File: config.mk
export PLATFORM = sky130hd
export DESIGN_NAME = mc_sequencer_flat
export DESIGN_NICKNAME = d
export VERILOG_FILES = /design/src/rtl/mc_sequencer_if.sv /design/src/rtl/mc_sequencer.sv /design/src/flat_wrapper.sv
export SDC_FILE = /design/constraint.sdc
export NUM_CORES = 1
export LEC_CHECK = 0
export ABC_CLOCK_PERIOD_IN_PS = 4800
export CAP_MARGIN = 0
export CORE_AREA = 2 2 106 82
export CTS_CLUSTER_DIAMETER = 40
export DETAILED_ROUTE_END_ITERATION = 8
export DIE_AREA = 0 0 108 84
export GPL_TIMING_DRIVEN = 0
export MAX_ROUTING_LAYER = met4
export PLACE_DENSITY = 0.83
export SLEW_MARGIN = 5
export SYNTH_ARGS = -nofsm -noshare
export SYNTH_HDL_FRONTEND = slang
export SYNTH_SLANG_ARGS = --single-unit
File: constraint.sdc
create_clock -name clk -period 4.8 [get_ports clk]
set_input_delay 0.72 -clock clk [delete_from_list [all_inputs] [get_ports clk]]
set_output_delay 0.72 -clock clk [all_outputs]
set_load 0.005 [all_outputs]
File: src/rtl/mc_sequencer_if.sv
// Opcode handshake, microcode ROM port and issued-word bus of the mc8051 microcode sequencer.
interface mc_sequencer_if #(
  parameter int MCODE_WIDTH = 64
);
  logic                   i_op_valid;
  logic [7:0]             i_opcode;
  logic                   o_op_ready;
  logic                   i_irq_req;
  logic                   o_irq_ack;
  logic                   i_stall;
  logic                   i_flush;
  logic                   o_rom_en;
  logic [9:0]             o_rom_addr;
  logic [MCODE_WIDTH-1:0] i_rom_data;
  logic [MCODE_WIDTH-1:0] o_mc_b;
  logic                   o_mc_valid;
  logic [3:0]             o_t_p_q;
  logic [3:0]             o_t_p_d;
  logic                   o_uc_err;

  modport master (
    input  i_op_valid, i_opcode, i_irq_req, i_stall, i_flush, i_rom_data,
    output o_op_ready, o_irq_ack, o_rom_en, o_rom_addr, o_mc_b, o_mc_valid,
           o_t_p_q, o_t_p_d, o_uc_err
  );

  modport slave (
    output i_op_valid, i_opcode, i_irq_req, i_stall, i_flush, i_rom_data,
    input  o_op_ready, o_irq_ack, o_rom_en, o_rom_addr, o_mc_b, o_mc_valid,
           o_t_p_q, o_t_p_d, o_uc_err
  );
endinterface

File: src/rtl/mc_sequencer.sv
// Microcode issue side of the mc8051 core: reads up to four microcode words per opcode and
// presents each for one machine cycle of PHASES clocks, inserting interrupt entry at boundaries.
//
// state | meaning
// IDLE  | instruction boundary, ready for an opcode or interrupt entry
// FETCH | ROM read of word {cyc_idx, opcode}
// LOAD  | ROM data arrives, captured into the issue register
// ISSUE | word held on o_mc_b while the T-phase counter runs
module mc_sequencer #(
  parameter int         MCODE_WIDTH = 64,
  parameter int         PHASES      = 6,
  parameter logic [7:0] IRQ_OPCODE  = 8'hA5
) (
  input  logic           clk,
  input  logic           reset_n,
  mc_sequencer_if.master bus
);

  localparam logic [3:0] LAST_PH = 4'(PHASES - 1);

  typedef enum logic [1:0] {IDLE, FETCH, LOAD, ISSUE} state_t;

  state_t                 state;
  state_t                 nxt_state;
  logic                   ready_q;
  logic                   irq_ack_q;
  logic                   uc_err_q;
  logic                   mc_valid_q;
  logic [7:0]             opcode_q;
  logic [1:0]             cyc_idx_q;
  logic [3:0]             phase_q;
  logic [MCODE_WIDTH-1:0] mc_b_q;

  logic take_irq;
  logic take_op;
  logic chain;
  logic uc_err_set;
  logic last_ph;

  assign last_ph = (phase_q == LAST_PH);

  always_ff @(posedge clk or negedge reset_n) begin
    if (!reset_n) state <= IDLE;
    else          state <= nxt_state;
  end

  // o_op_ready is registered, so interrupt entry and flush simply decline the opcode offered
  // in the same clock; fetch keeps it valid and it is taken at the next boundary.
  always_comb begin
    nxt_state  = state;
    take_irq   = 1'b0;
    take_op    = 1'b0;
    chain      = 1'b0;
    uc_err_set = 1'b0;
    case (state)
      IDLE: begin
        if (ready_q && !bus.i_flush) begin
          if (bus.i_irq_req) begin
            take_irq  = 1'b1;
            nxt_state = FETCH;
          end else if (bus.i_op_valid) begin
            take_op   = 1'b1;
            nxt_state = FETCH;
          end
        end
      end
      FETCH: nxt_state = bus.i_flush ? IDLE : LOAD;
      LOAD:  nxt_state = bus.i_flush ? IDLE : ISSUE;
      ISSUE: begin
        if (bus.i_flush) begin
          nxt_state = IDLE;
        end else if (!bus.i_stall && last_ph) begin
          if (mc_b_q[MCODE_WIDTH-1] && cyc_idx_q != 2'd3) begin
            chain     = 1'b1;
            nxt_state = FETCH;
          end else begin
            uc_err_set = mc_b_q[MCODE_WIDTH-1];
            nxt_state  = IDLE;
          end
        end
      end
      default: nxt_state = IDLE;
    endcase
  end

  always_ff @(posedge clk or negedge reset_n) begin
    if (!reset_n) begin
      ready_q    <= 1'b0;
      irq_ack_q  <= 1'b0;
      uc_err_q   <= 1'b0;
      mc_valid_q <= 1'b0;
      opcode_q   <= 8'h00;
      cyc_idx_q  <= 2'd0;
      phase_q    <= 4'd0;
      mc_b_q     <= '0;
    end else begin
      ready_q    <= (nxt_state == IDLE);
      irq_ack_q  <= take_irq;
      uc_err_q   <= uc_err_set;
      mc_valid_q <= (state == LOAD) && (nxt_state == ISSUE);

      if (take_irq)     opcode_q <= IRQ_OPCODE;
      else if (take_op) opcode_q <= bus.i_opcode;

      if (take_irq || take_op || nxt_state == IDLE) cyc_idx_q <= 2'd0;
      else if (chain)                               cyc_idx_q <= cyc_idx_q + 2'd1;

      if (state == LOAD && nxt_state == ISSUE) mc_b_q <= bus.i_rom_data;
      else if (nxt_state != ISSUE)             mc_b_q <= '0;

      if (nxt_state != ISSUE)                    phase_q <= 4'd0;
      else if (state == ISSUE && !bus.i_stall)   phase_q <= phase_q + 4'd1;
    end
  end

  assign bus.o_op_ready = ready_q;
  assign bus.o_irq_ack  = irq_ack_q;
  assign bus.o_uc_err   = uc_err_q;
  assign bus.o_mc_valid = mc_valid_q;
  assign bus.o_mc_b     = mc_b_q;
  assign bus.o_rom_en   = (state == FETCH);
  assign bus.o_rom_addr = (state == FETCH) ? {cyc_idx_q, opcode_q} : 10'd0;
  assign bus.o_t_p_q    = phase_q;
  assign bus.o_t_p_d    = (state != ISSUE) ? 4'd0 : (last_ph ? 4'd0 : phase_q + 4'd1);

endmodule

File: src/flat_wrapper.sv
// flat-port wrapper written by rule: the top's interface ports become plain ports
module mc_sequencer_flat 
#(
  parameter int         MCODE_WIDTH = 64,
  parameter int         PHASES      = 6,
  parameter logic [7:0] IRQ_OPCODE  = 8'hA5
)
  (clk, reset_n, bus_i_op_valid, bus_i_opcode, bus_i_irq_req, bus_i_stall, bus_i_flush, bus_i_rom_data, bus_o_op_ready, bus_o_irq_ack, bus_o_rom_en, bus_o_rom_addr, bus_o_mc_b, bus_o_mc_valid, bus_o_t_p_q, bus_o_t_p_d, bus_o_uc_err);
  mc_sequencer_if #(.MCODE_WIDTH(MCODE_WIDTH)) bus_i ();
  input  logic clk;
  input  logic reset_n;
  input wire logic [$bits(bus_i.i_op_valid)-1:0] bus_i_op_valid;
  input wire logic [$bits(bus_i.i_opcode)-1:0] bus_i_opcode;
  input wire logic [$bits(bus_i.i_irq_req)-1:0] bus_i_irq_req;
  input wire logic [$bits(bus_i.i_stall)-1:0] bus_i_stall;
  input wire logic [$bits(bus_i.i_flush)-1:0] bus_i_flush;
  input wire logic [$bits(bus_i.i_rom_data)-1:0] bus_i_rom_data;
  output wire logic [$bits(bus_i.o_op_ready)-1:0] bus_o_op_ready;
  output wire logic [$bits(bus_i.o_irq_ack)-1:0] bus_o_irq_ack;
  output wire logic [$bits(bus_i.o_rom_en)-1:0] bus_o_rom_en;
  output wire logic [$bits(bus_i.o_rom_addr)-1:0] bus_o_rom_addr;
  output wire logic [$bits(bus_i.o_mc_b)-1:0] bus_o_mc_b;
  output wire logic [$bits(bus_i.o_mc_valid)-1:0] bus_o_mc_valid;
  output wire logic [$bits(bus_i.o_t_p_q)-1:0] bus_o_t_p_q;
  output wire logic [$bits(bus_i.o_t_p_d)-1:0] bus_o_t_p_d;
  output wire logic [$bits(bus_i.o_uc_err)-1:0] bus_o_uc_err;
  assign bus_i.i_op_valid = bus_i_op_valid;
  assign bus_i.i_opcode = bus_i_opcode;
  assign bus_i.i_irq_req = bus_i_irq_req;
  assign bus_i.i_stall = bus_i_stall;
  assign bus_i.i_flush = bus_i_flush;
  assign bus_i.i_rom_data = bus_i_rom_data;
  assign bus_o_op_ready = bus_i.o_op_ready;
  assign bus_o_irq_ack = bus_i.o_irq_ack;
  assign bus_o_rom_en = bus_i.o_rom_en;
  assign bus_o_rom_addr = bus_i.o_rom_addr;
  assign bus_o_mc_b = bus_i.o_mc_b;
  assign bus_o_mc_valid = bus_i.o_mc_valid;
  assign bus_o_t_p_q = bus_i.o_t_p_q;
  assign bus_o_t_p_d = bus_i.o_t_p_d;
  assign bus_o_uc_err = bus_i.o_uc_err;
  mc_sequencer #(.MCODE_WIDTH(MCODE_WIDTH), .PHASES(PHASES), .IRQ_OPCODE(IRQ_OPCODE)) u_core (.clk(clk), .reset_n(reset_n), .bus(bus_i));
endmodule
* Yosys cells after proc, flatten, opt, wreduce, memory -nomap -nowiden
Index checks and enable logic that the tools add are counted.
** Cells by class
- Add/subtract/negate cells :: 2
- Multipliers :: 0
- Div/mod/pow operators :: 0
- Magnitude comparators :: 0
- Equal/unequal tests :: 8
- Shift operators :: 0
- Muxes and demuxes :: 35
- Bitwise operators :: 0
- Reduce and logical (&&, ||, !) cells :: 15
** Operator list (number)
- 64-bit two-way mux :: 2
- 2-bit two-way mux :: 9
- 1-bit two-way mux :: 16
- 4-bit two-way mux :: 4
- 8-bit two-way mux :: 2
- 10-bit two-way mux :: 1
- 2-bit case mux with 4 select lines :: 1
- 2-bit nonzero test :: 4
- 2-bit == test, second input constant :: 3
- 2-bit != test, second input constant :: 3
- 1-bit logical AND :: 5
- 4-bit by 1-bit adder with 4-bit output, second input constant :: 1
- 4-bit by 3-bit == test with 1-bit output, second input constant :: 1
- 2-bit zero test :: 2
- 2-bit by 1-bit adder with 2-bit output, second input constant :: 1
- 2-bit by 1-bit == test with 1-bit output, second input constant :: 1
- 1-bit zero test :: 2
- 1-bit logical OR :: 2
** Storage, ports and cells
- Bits in registers :: 84
- Latch bits :: 0
- Bits in writable memories :: 0
- Bits in read-only memories :: 0
- Bits of input ports :: 78
- Word-level logic and storage cells :: 69
- Memories :: 0

* Longest topological paths before layout
Gate-level depths: netlist of the first run.
- Depth after elaboration :: 9
- Mapped depth :: 7

* Worst setup path before layout of the first run
No wires, ideal clock.
- Path kind :: register -> output
- Start point :: register u_core.state[0]
- End point :: output bus_o_rom_addr[0]
- Data arrival time :: 0.996 ns
- Required time :: 4.080 ns
- Slack :: 3.084 ns
- Stages on the path, launching flop included :: 5
- Path buffers :: 2
- Cells stage by stage :: dfrtp_1 > buf_6 > nor2b_1 > clkbuf_1 > and2_1
** Between the ends
- Cells in the longest elaborated chain, start to end :: 2
** Ends and longest elaborated chain
- from (decl) :: RTL line mc_sequencer.sv:23 : state_t state;
- from (signal assigned) :: RTL line mc_sequencer.sv:44 : else state <= nxt_state;
- 2-bit by 1-bit == test with 1-bit output
- named net bus_o_rom_en :: RTL line flat_wrapper.sv:20 : output wire logic [$bits(bus_i.o_rom_en)-1:0] bus_o_rom_en;
- 10-bit two-way mux :: RTL line mc_sequencer.sv:122 : assign bus.o_rom_addr = (state == FETCH) ? {cyc_idx_q, opcode_q} : 10'd0;
- to (decl) :: RTL line flat_wrapper.sv:21 : output wire logic [$bits(bus_i.o_rom_addr)-1:0] bus_o_rom_addr;
The timed path passes the listed nets, and every way through them passes these cells.

* Worst setup path after layout of the first run
- Start point :: register u_core.state[0]
- End point :: output bus_o_rom_addr[8]
** Between the ends
- Cells in the longest elaborated chain, start to end :: 2
** Ends and longest elaborated chain (RTL line)
- 2-bit by 1-bit == test with 1-bit output :: mc_sequencer.sv:122
- 10-bit two-way mux :: mc_sequencer.sv:122
No other way between the ends.

==> run metrics, run 1 <==
syn_nets=335; CTS tree=built; Crit Path Class=reg -> out; Nets=510; initial antenna violation count=0; Die H=84 µm; PnR worst setup slack=2.05 ns; peak supply drop=0.000201 V; non-filler instance count after layout=542; Worst EP arrival=2.03 ns; number of port buffers=163; drt first pass iters=4; Worst Tran Pin Value=0.487 ns; TritonCTS buffer count=9; hold_ws=0.302 ns; hold crit path type=in -> async; # diodes=0; vias in the first global route=2930; status=finished clean; Clock Sinks=84; DP HPWL=6.70 mm; Clock Latency Late Sink=0.35 ns; Post-synth top cells=dfrtp_1, a22o_1, and2_1, o21ai_0, nand3_1; Max Root-Sink Buffers=2; GPL Wtd Cong=0.801; first-pass GRT wire length=14.6 mm; CP endpoint kind=primary output; Post-Syn Area=0.00337 mm²; crit share post-route=0.574; largest net degree at the start of global routing=55; startpoint types=flip-flop; setup TNS=0 ns; CP Max Fanout=10; Max Fclk=363 MHz; YS warnings=0; Root Buffer=clkbuf_8; drt wl/cell=16.8 µm; drc violations=0; Rel. slew slack=0.674; post-cts sizing count=0; Synth area leaders=dfrtp_1, a22o_1, and2_1, o21ai_0, nand3_1; # IOs=165; initial core utilization=0.413; area leader, netlist=dfrtp_1; Worst EP required=4.08 ns; row cnt=29; total gr overflow=0; initial DRC count=119; post-synthesis cell type count=37; power per cell area=345 mW/mm²; Setup-failing EPs final=0; min Tclk post-route=2.75 ns; routed via count=2783; Core ar.=0.00816 mm²; Setup WS pre-CTS=2.24 ns; die width=108 µm; Final Hold Vio Count=0; hold_buf cts=0; All-Layer GR Usage=0.214; Max Clock Skew=0.00890 ns; via-per-instance ratio=5.13; final wirelength=9.12 mm; register area share after synthesis=0.624; share of cells above drive strength 1=0.0853; mean area per synthesized cell=13.3 µm²; max_cap viols=0; die footprint=0.00907 mm²; Final Max Slew Viols=0; Post-synth top flop=dfrtp_1; Area Growth Syn to Fin=61.0%; #FFs+latches synth=84; H-tree depth=3; Synth Instances=254; setup bufs post-CTS=0; leak pwr=2.37 nW; unrepaired setup endpoints after global routing=no; Placed Cells=526; Post-synth EDFFs=0; antenna viol nets, final=0; Clk pin slew, worst setup/hold paths=0.09 ns; Async SR Flop Fraction=1.00; Yosys top cell area share=0.624; top-count cell post-synth=dfrtp_1
worst max-delay path: stages, from the launching register on:
cell	delay, ns
dfrtp_1	0.37
buf_6	0.15
nor2b_1	0.16
clkbuf_1	0.32
and2_1	0.18
clkdlybuf4s50_1	0.51
cell families after synthesis:
kind of cell	Yosys count	synth area share
adders and majority gates	3	0.0111
AOI/OAI and AO/OA	86	0.208
buffers and inverters	22	0.0386
and+or+nand+nor	52	0.0999
muxes	3	0.00891
DFF	84	0.624
xor gates and xnor gates	4	0.0104
metal layers:
layer  part of all wire  track usage  up-vias
met4              0.015       0.0758        0
li1                   -            -     1296
met1               0.45        0.276     1388
met5                  0            -        -
met2               0.49        0.338       88
met3              0.047       0.0414       11
power by group:
| group | switching (mW) | leakage (nW) | internal (mW) |
|---|---|---|---|
| Clock | 0.254 | 0.127 | 0.399 |
| Combinational | 0.161 | 1.10 | 0.240 |
| Sequential | 0.0399 | 1.14 | 0.781 |
| Total | 0.454 | 2.37 | 1.42 |
flip-flops by register name, indices dropped and copies added, names as in the netlist:
name and count:
u_core.cyc_idx_q 2, u_core.bus.o_mc_valid 1, u_core.bus.o_op_ready 1, u_core.bus.o_uc_err 1, u_core.bus.o_t_p_q 4, u_core.bus.o_irq_ack 1, u_core.bus.o_mc_b 64, u_core.state 2
u_core.opcode_q 8
cell usage in the layout (no fill, tap or decap), drive strengths merged, types with 2 or more instances in the layout:
master and instances:
inv 2, nand3b 5, nand3 9, nand2b 2, nand4b 2, a2bb2oi 2, and2 12, mux2i 3
dfrtp 84, o21a 3, clkbuf 16, o21ai 11, bufinv 4, a22o 64, clkdlybuf4s50 162, nor2 5
nor3 2, nand2 7, buf 16, ha 3, a21oi 3, xnor2 3
metrics by stage:
stage          total power [mW]  instance area (µm²)  utilization
6_report                   1.87                 5430        0.665
5_1_grt                    1.96                 5430        0.665
4_1_cts                    1.89                 5430        0.665
3_5_place_dp               1.24                 5160        0.632
3_3_place_gp               1.22                 5140        0.629
2_1_floorplan             0.997                 3370            -
path summary, 6_finish.rpt:
path | from | end | slack (ns) | cells after the start
setup / recovery | u_core.state[0] | bus_o_rom_addr[8] | 2.05 | 5
hold / removal | reset_n | u_core.bus.o_mc_b[21] | 0.30 | 1
setup reg to reg | u_core.bus.o_t_p_q[0] | u_core.bus.o_mc_b[55] | 2.91 | 6
hold reg to reg | u_core.bus.o_mc_b[15] | u_core.bus.o_mc_b[15] | 0.50 | 1
max in group asynchronous | reset_n | u_core.bus.o_mc_b[15] | 3.89 | 2
min in group clk | u_core.bus.o_mc_b[15] | u_core.bus.o_mc_b[15] | 0.50 | 1
area by class of cell:
cell class / instances / area, µm²
timing repair buffer: 164 / 1660
multi-input combinational: 148 / 1140
sequential: 84 / 2100
buffer: 20 / 123
fill: 619 / 2740
inverter: 2 / 7.51
tap: 108 / 135
clock buffer: 10 / 128
clock inverter: 6 / 136
No activity file was read; power rests on OpenSTA's default activity.
==> run 2: changes to the inputs <==
- ABC_CLOCK_PERIOD_IN_PS: 4800 -> 2300
- CORE_AREA: 2 2 106 82 -> 2 2 115 89
- DIE_AREA: 0 0 108 84 -> 0 0 117 91
- PLACE_DENSITY: 0.83 -> 0.75
- clock period: 4.8 -> 2.3 ns (I/O delays scaled with it)
==> run metrics, run 2 (synthesized netlist as in run 1, its figures left out) <==
status=finished, violations left; failing checks=negative hold slack; hold_ws=-0.00864 ns; CP bufs+invs=3; total gr overflow=0; largest stage delay on the critical path=0.50 ns; Root Buffer=clkbuf_16; global-route met2 utilization=0.276; most frequent cells in the layout=clkdlybuf4s50_1, dfrtp_1, a22o_1; Max Clock Skew=0.00705 ns; min Tclk post-route=2.19 ns; hold_buf cts=0; routed via count=2792; GPL Wtd Cong=0.767; Crit Path Class=reg -> out; H-tree depth=3; R2R setup slack=0.40 ns; die footprint=0.0106 mm²; Worst Tran Pin Value=0.536 ns; vias in the first global route=2932; TritonCTS buffer count=9; drt wl/cell=16.6 µm; r2r endpoint=u_core.bus.o_mc_b[41]; setup bufs post-CTS=0; share of cells above drive strength 1=0.0878; antenna viol nets, final=0; die width=117 µm; GRT met1 Usage=0.257; # IOs=165; startpoint types=flip-flop; DP HPWL=6.91 mm; drt first pass iters=4; Setup WS pre-CTS=0.0295 ns; Clock Latency Late Sink=0.32 ns; initial core utilization=0.355; cell family with most CP delay=buffers and inverters; final wirelength=9.37 mm; largest net degree at the start of global routing=46; Core ar.=0.00950 mm²; crit share post-route=0.954; PnR worst setup slack=0.106 ns; number of port buffers=163; Final Hold Vio Count=4; dpl cell area=0.00519 mm²; power per cell area=725 mW/mm²; Worst path slowest cell=clkdlybuf4s50_1; grt met3 use=0.0374; drc violations=0; Rel. slew slack=0.643; CP Max Fanout=10; initial DRC count=108; commonest non-fill, non-tap cell in the layout=clkdlybuf4s50_1; Clock Sinks=84; row cnt=31; peak supply drop=0.000348 V; Worst EP required=1.96 ns; Die H=91 µm; leak pwr=2.39 nW; Nets=510; # diodes=0; Area Growth Syn to Fin=62.9%; final std cell area, no fill=0.00549 mm²; CTS tree=built; r2r worst-path depth=6; first-pass GRT wire length=14.9 mm; CP endpoint kind=primary output; All-Layer GR Usage=0.185; Setup-failing EPs final=0; Worst EP arrival=1.85 ns; Max Fclk=456 MHz; Crit path depth=5; max_cap viols=0; Clk pin slew, worst setup/hold paths=0.06 ns; Max Root-Sink Buffers=2; crit path cell chain=buf_6 -> nor2b_1 -> clkbuf_4 -> and2_1 -> clkdlybuf4s50_1; busiest grt layer=met2; initial antenna violation count=0; Largest register FFs=64; Worst R2R Start=u_core.bus.o_t_p_q[0]; unrepaired setup endpoints after global routing=no; hold crit path type=in -> async; via-per-instance ratio=4.94; Final Max Slew Viols=0
run 2: cell count changes in the layout (fill, tap and decap cells not counted):
cell,change
inv_6,+1
clkinvlp_4,+1
clkbuf_4,+1
bufinv_16,-3
clkbuf_1,-1
o21bai_2,+1
clkbuf_16,+9
clkbuf_8,-9
o21bai_1,-1
run 2: worst reg2reg max path: cells and delay by family (launching register included):
family	cells	cell delay [ns]
buf+inv	2	0.41
fa+ha+maj	1	0.24
flops	1	0.45
compound gates	1	0.14
simple gates	2	0.59
run 2: per-stage QoR:
step | hold WS (ns) | std cells | util | power, mW | TNS, ns
finish | -0.00864 | 565 | 0.578 | 3.98 | 0
global route | 0.0275 | 565 | 0.578 | 4.18 | 0
CTS | 0.00664 | 565 | 0.577 | 4.03 | 0
detailed placement | 0.363 | 550 | 0.546 | 2.59 | 0
global placement | 0.483 | 549 | 0.544 | 2.56 | -174.18
floorplan | 0.0494 | 254 | - | 2.08 | 0
run 2: area by class of cell:
type	instances	area, µm²
Tap cell	132	165
Sequential cell	84	2100
Buffer	20	126
Timing Repair Buffer	164	1660
Multi-Input combinational cell	148	1140
Clock buffer	10	229
Clock inverter	5	62.6
Fill cell	820	4010
Inverter	2	7.51
run 2: how the worst max path moves through the flow:
stage	endpoint	slack, ns	startpoint
2_1_floorplan	u_core.bus.o_mc_b[38]	0.72	u_core.bus.o_t_p_q[0]
3_3_place_gp	u_core.bus.o_mc_b[50]	-2.08	reset_n
3_5_place_dp	u_core.bus.o_mc_b[18]	0.03	bus_i_flush
4_1_cts	bus_o_rom_addr[7]	0.04	u_core.state[0]
5_1_grt	bus_o_rom_addr[7]	0.01	u_core.state[0]
6_report	bus_o_rom_addr[7]	0.11	u_core.state[0]
run 2: layer usage:
layer / part of all wire / vias up
met2: 0.47 / 122
met5: 0 / -
li1: - / 1289
met3: 0.058 / 8
met1: 0.46 / 1373
met4: 0.010 / 0
run 2: where the power goes:
| group | internal (mW) | switching [mW] |
|---|---|---|
| clock | 0.841 | 0.579 |
| combinational | 0.505 | 0.339 |
| sequential | 1.63 | 0.0865 |
| total | 2.98 | 1.00 |
run 2: timing repair:
item                                    in CTS  in global routing
cloned                                       0                  0
gates resized for setup                      1                  3
endpoints found under the setup margin       9                 11
==> run 3: changes to the inputs <==
- GPL_TIMING_DRIVEN: 0 -> unset
==> run metrics, run 3 (synthesized netlist as in run 1, its figures left out) <==
status=finished clean; leak pwr=2.34 nW; # diodes=0; Worst Tran Pin Value=0.461 ns; Root Buffer=clkbuf_16; CTS tree=built; Setup-failing EPs final=0; power per cell area=724 mW/mm²; WL met2=4.14 mm; Clock Latency Late Sink=0.32 ns; Clock Sinks=84; first-pass GRT wire length=14.0 mm; CP Max Fanout=10; Area Growth Syn to Fin=62.1%; initial antenna violation count=0; Worst path slowest cell=clkdlybuf4s50_1; final wirelength=8.86 mm; non-filler instance count after layout=555; CP endpoint kind=primary output; via-per-instance ratio=4.81; largest net degree at the start of global routing=69; TritonCTS buffer count=9; Clk pin slew, worst setup/hold paths=0.06 ns; H-tree depth=3; crit share post-route=0.941; top sig layer=met4; crit path cell chain=nand2_1 -> o21bai_2 -> nor2_1 -> clkdlybuf4s50_1; Max Clock Skew=0.00715 ns; most frequent cells in the layout=clkdlybuf4s50_1, dfrtp_1, a22o_1; Crit Path Class=reg -> out; vias in the first global route=2755; drt first pass iters=4; DP HPWL=6.38 mm; unrepaired setup endpoints after global routing=no; Final Hold Vio Count=0; Placed Cells=538; Max Root-Sink Buffers=2; setup TNS=0 ns; max_cap viols=0; WL met1=4.15 mm; hold crit path type=reg -> reg; commonest non-fill, non-tap cell in the layout=clkdlybuf4s50_1; largest stage delay on the critical path=0.51 ns; Worst EP arrival=1.82 ns; Max Fclk=462 MHz; drt wl/cell=16.0 µm; initial core utilization=0.355; Die H=91 µm; Rel. slew slack=0.693; total gr overflow=0; die footprint=0.0106 mm²; Core ar.=0.00950 mm²; row cnt=31; All-Layer GR Usage=0.175; die width=117 µm; Worst EP required=1.96 ns; Tot Pwr=3.95 mW; Nets=499; routed via count=2672; number of port buffers=164; PnR worst setup slack=0.136 ns; # IOs=165; min Tclk post-route=2.16 ns; share of cells above drive strength 1=0.0733; setup bufs post-CTS=0; initial DRC count=122; Detail Route met3 WL=461 µm; Final Max Slew Viols=0; peak supply drop=0.000386 V; GPL Wtd Cong=0.741; antenna viol nets, final=0; Largest register FFs=64; startpoint types=flip-flop; Setup WS pre-CTS=0.286 ns; drc violations=0
run 3: final cells by class:
class | instances | area [µm²]
clock buffer | 11 | 233
tap | 132 | 165
clock inverter | 5 | 61.3
inverter | 2 | 7.51
sequential | 84 | 2100
fill | 791 | 4040
timing repair buffer | 173 | 1750
multi-input combinational | 148 | 1150
run 3: worst paths after layout:
check	start	end	slack [ns]	cells past startpoint
max reg2reg	u_core.bus.o_t_p_q[0]	u_core.bus.o_mc_b[25]	0.52	5
max	u_core.state[1]	bus_o_t_p_d[2]	0.14	4
min	u_core.bus.o_mc_b[59]	u_core.bus.o_mc_b[59]	0.50	1
max in group asynchronous	reset_n	u_core.bus.o_mc_b[6]	1.21	3
min in group asynchronous	reset_n	u_core.bus.o_mc_b[21]	0.51	2
min reg2reg	u_core.bus.o_mc_b[59]	u_core.bus.o_mc_b[59]	0.50	1
run 3: metal layers:
metal / vias up / track usage
li1: 1272 / -
met1: 1292 / 0.236
met2: 99 / 0.262
met3: 9 / 0.0447
met4: 0 / 0.0500
met5: - / -
run 3: per-stage QoR:
step	cell area (µm²)	hold WS, ns	util
after floorplan	3370	0.0494	-
after global placement	5150	0.327	0.542
after detailed placement	5150	0.332	0.542
after CTS	5460	0.502	0.575
after global routing	5460	0.508	0.575
final	5460	0.497	0.575
run 3: critical path: cells and delay by family (launching register included):
family	cells	cell delay (ns)
AO/OA/AOI/OAI	1	0.24
AND/OR/NAND/NOR	2	0.26
flip-flops	1	0.48
buffers and inverters	1	0.51
run 3: report_power, final:
| group | switching (mW) | total (mW) | leakage, nW | internal, mW |
|---|---|---|---|---|
| combinational | 0.317 | 0.815 | 1.07 | 0.497 |
| sequential | 0.101 | 1.73 | 1.14 | 1.63 |
| clock | 0.559 | 1.40 | 0.132 | 0.846 |
| total | 0.977 | 3.95 | 2.34 | 2.98 |
run 3: repair_timing:
action                                  CTS  global route
hold buffers                              1             0
pin swaps                                 0             0
endpoints found under the hold margin    35             0
endpoints found under the setup margin    2             4
resized for setup                         1             1
cloned                                    0             0
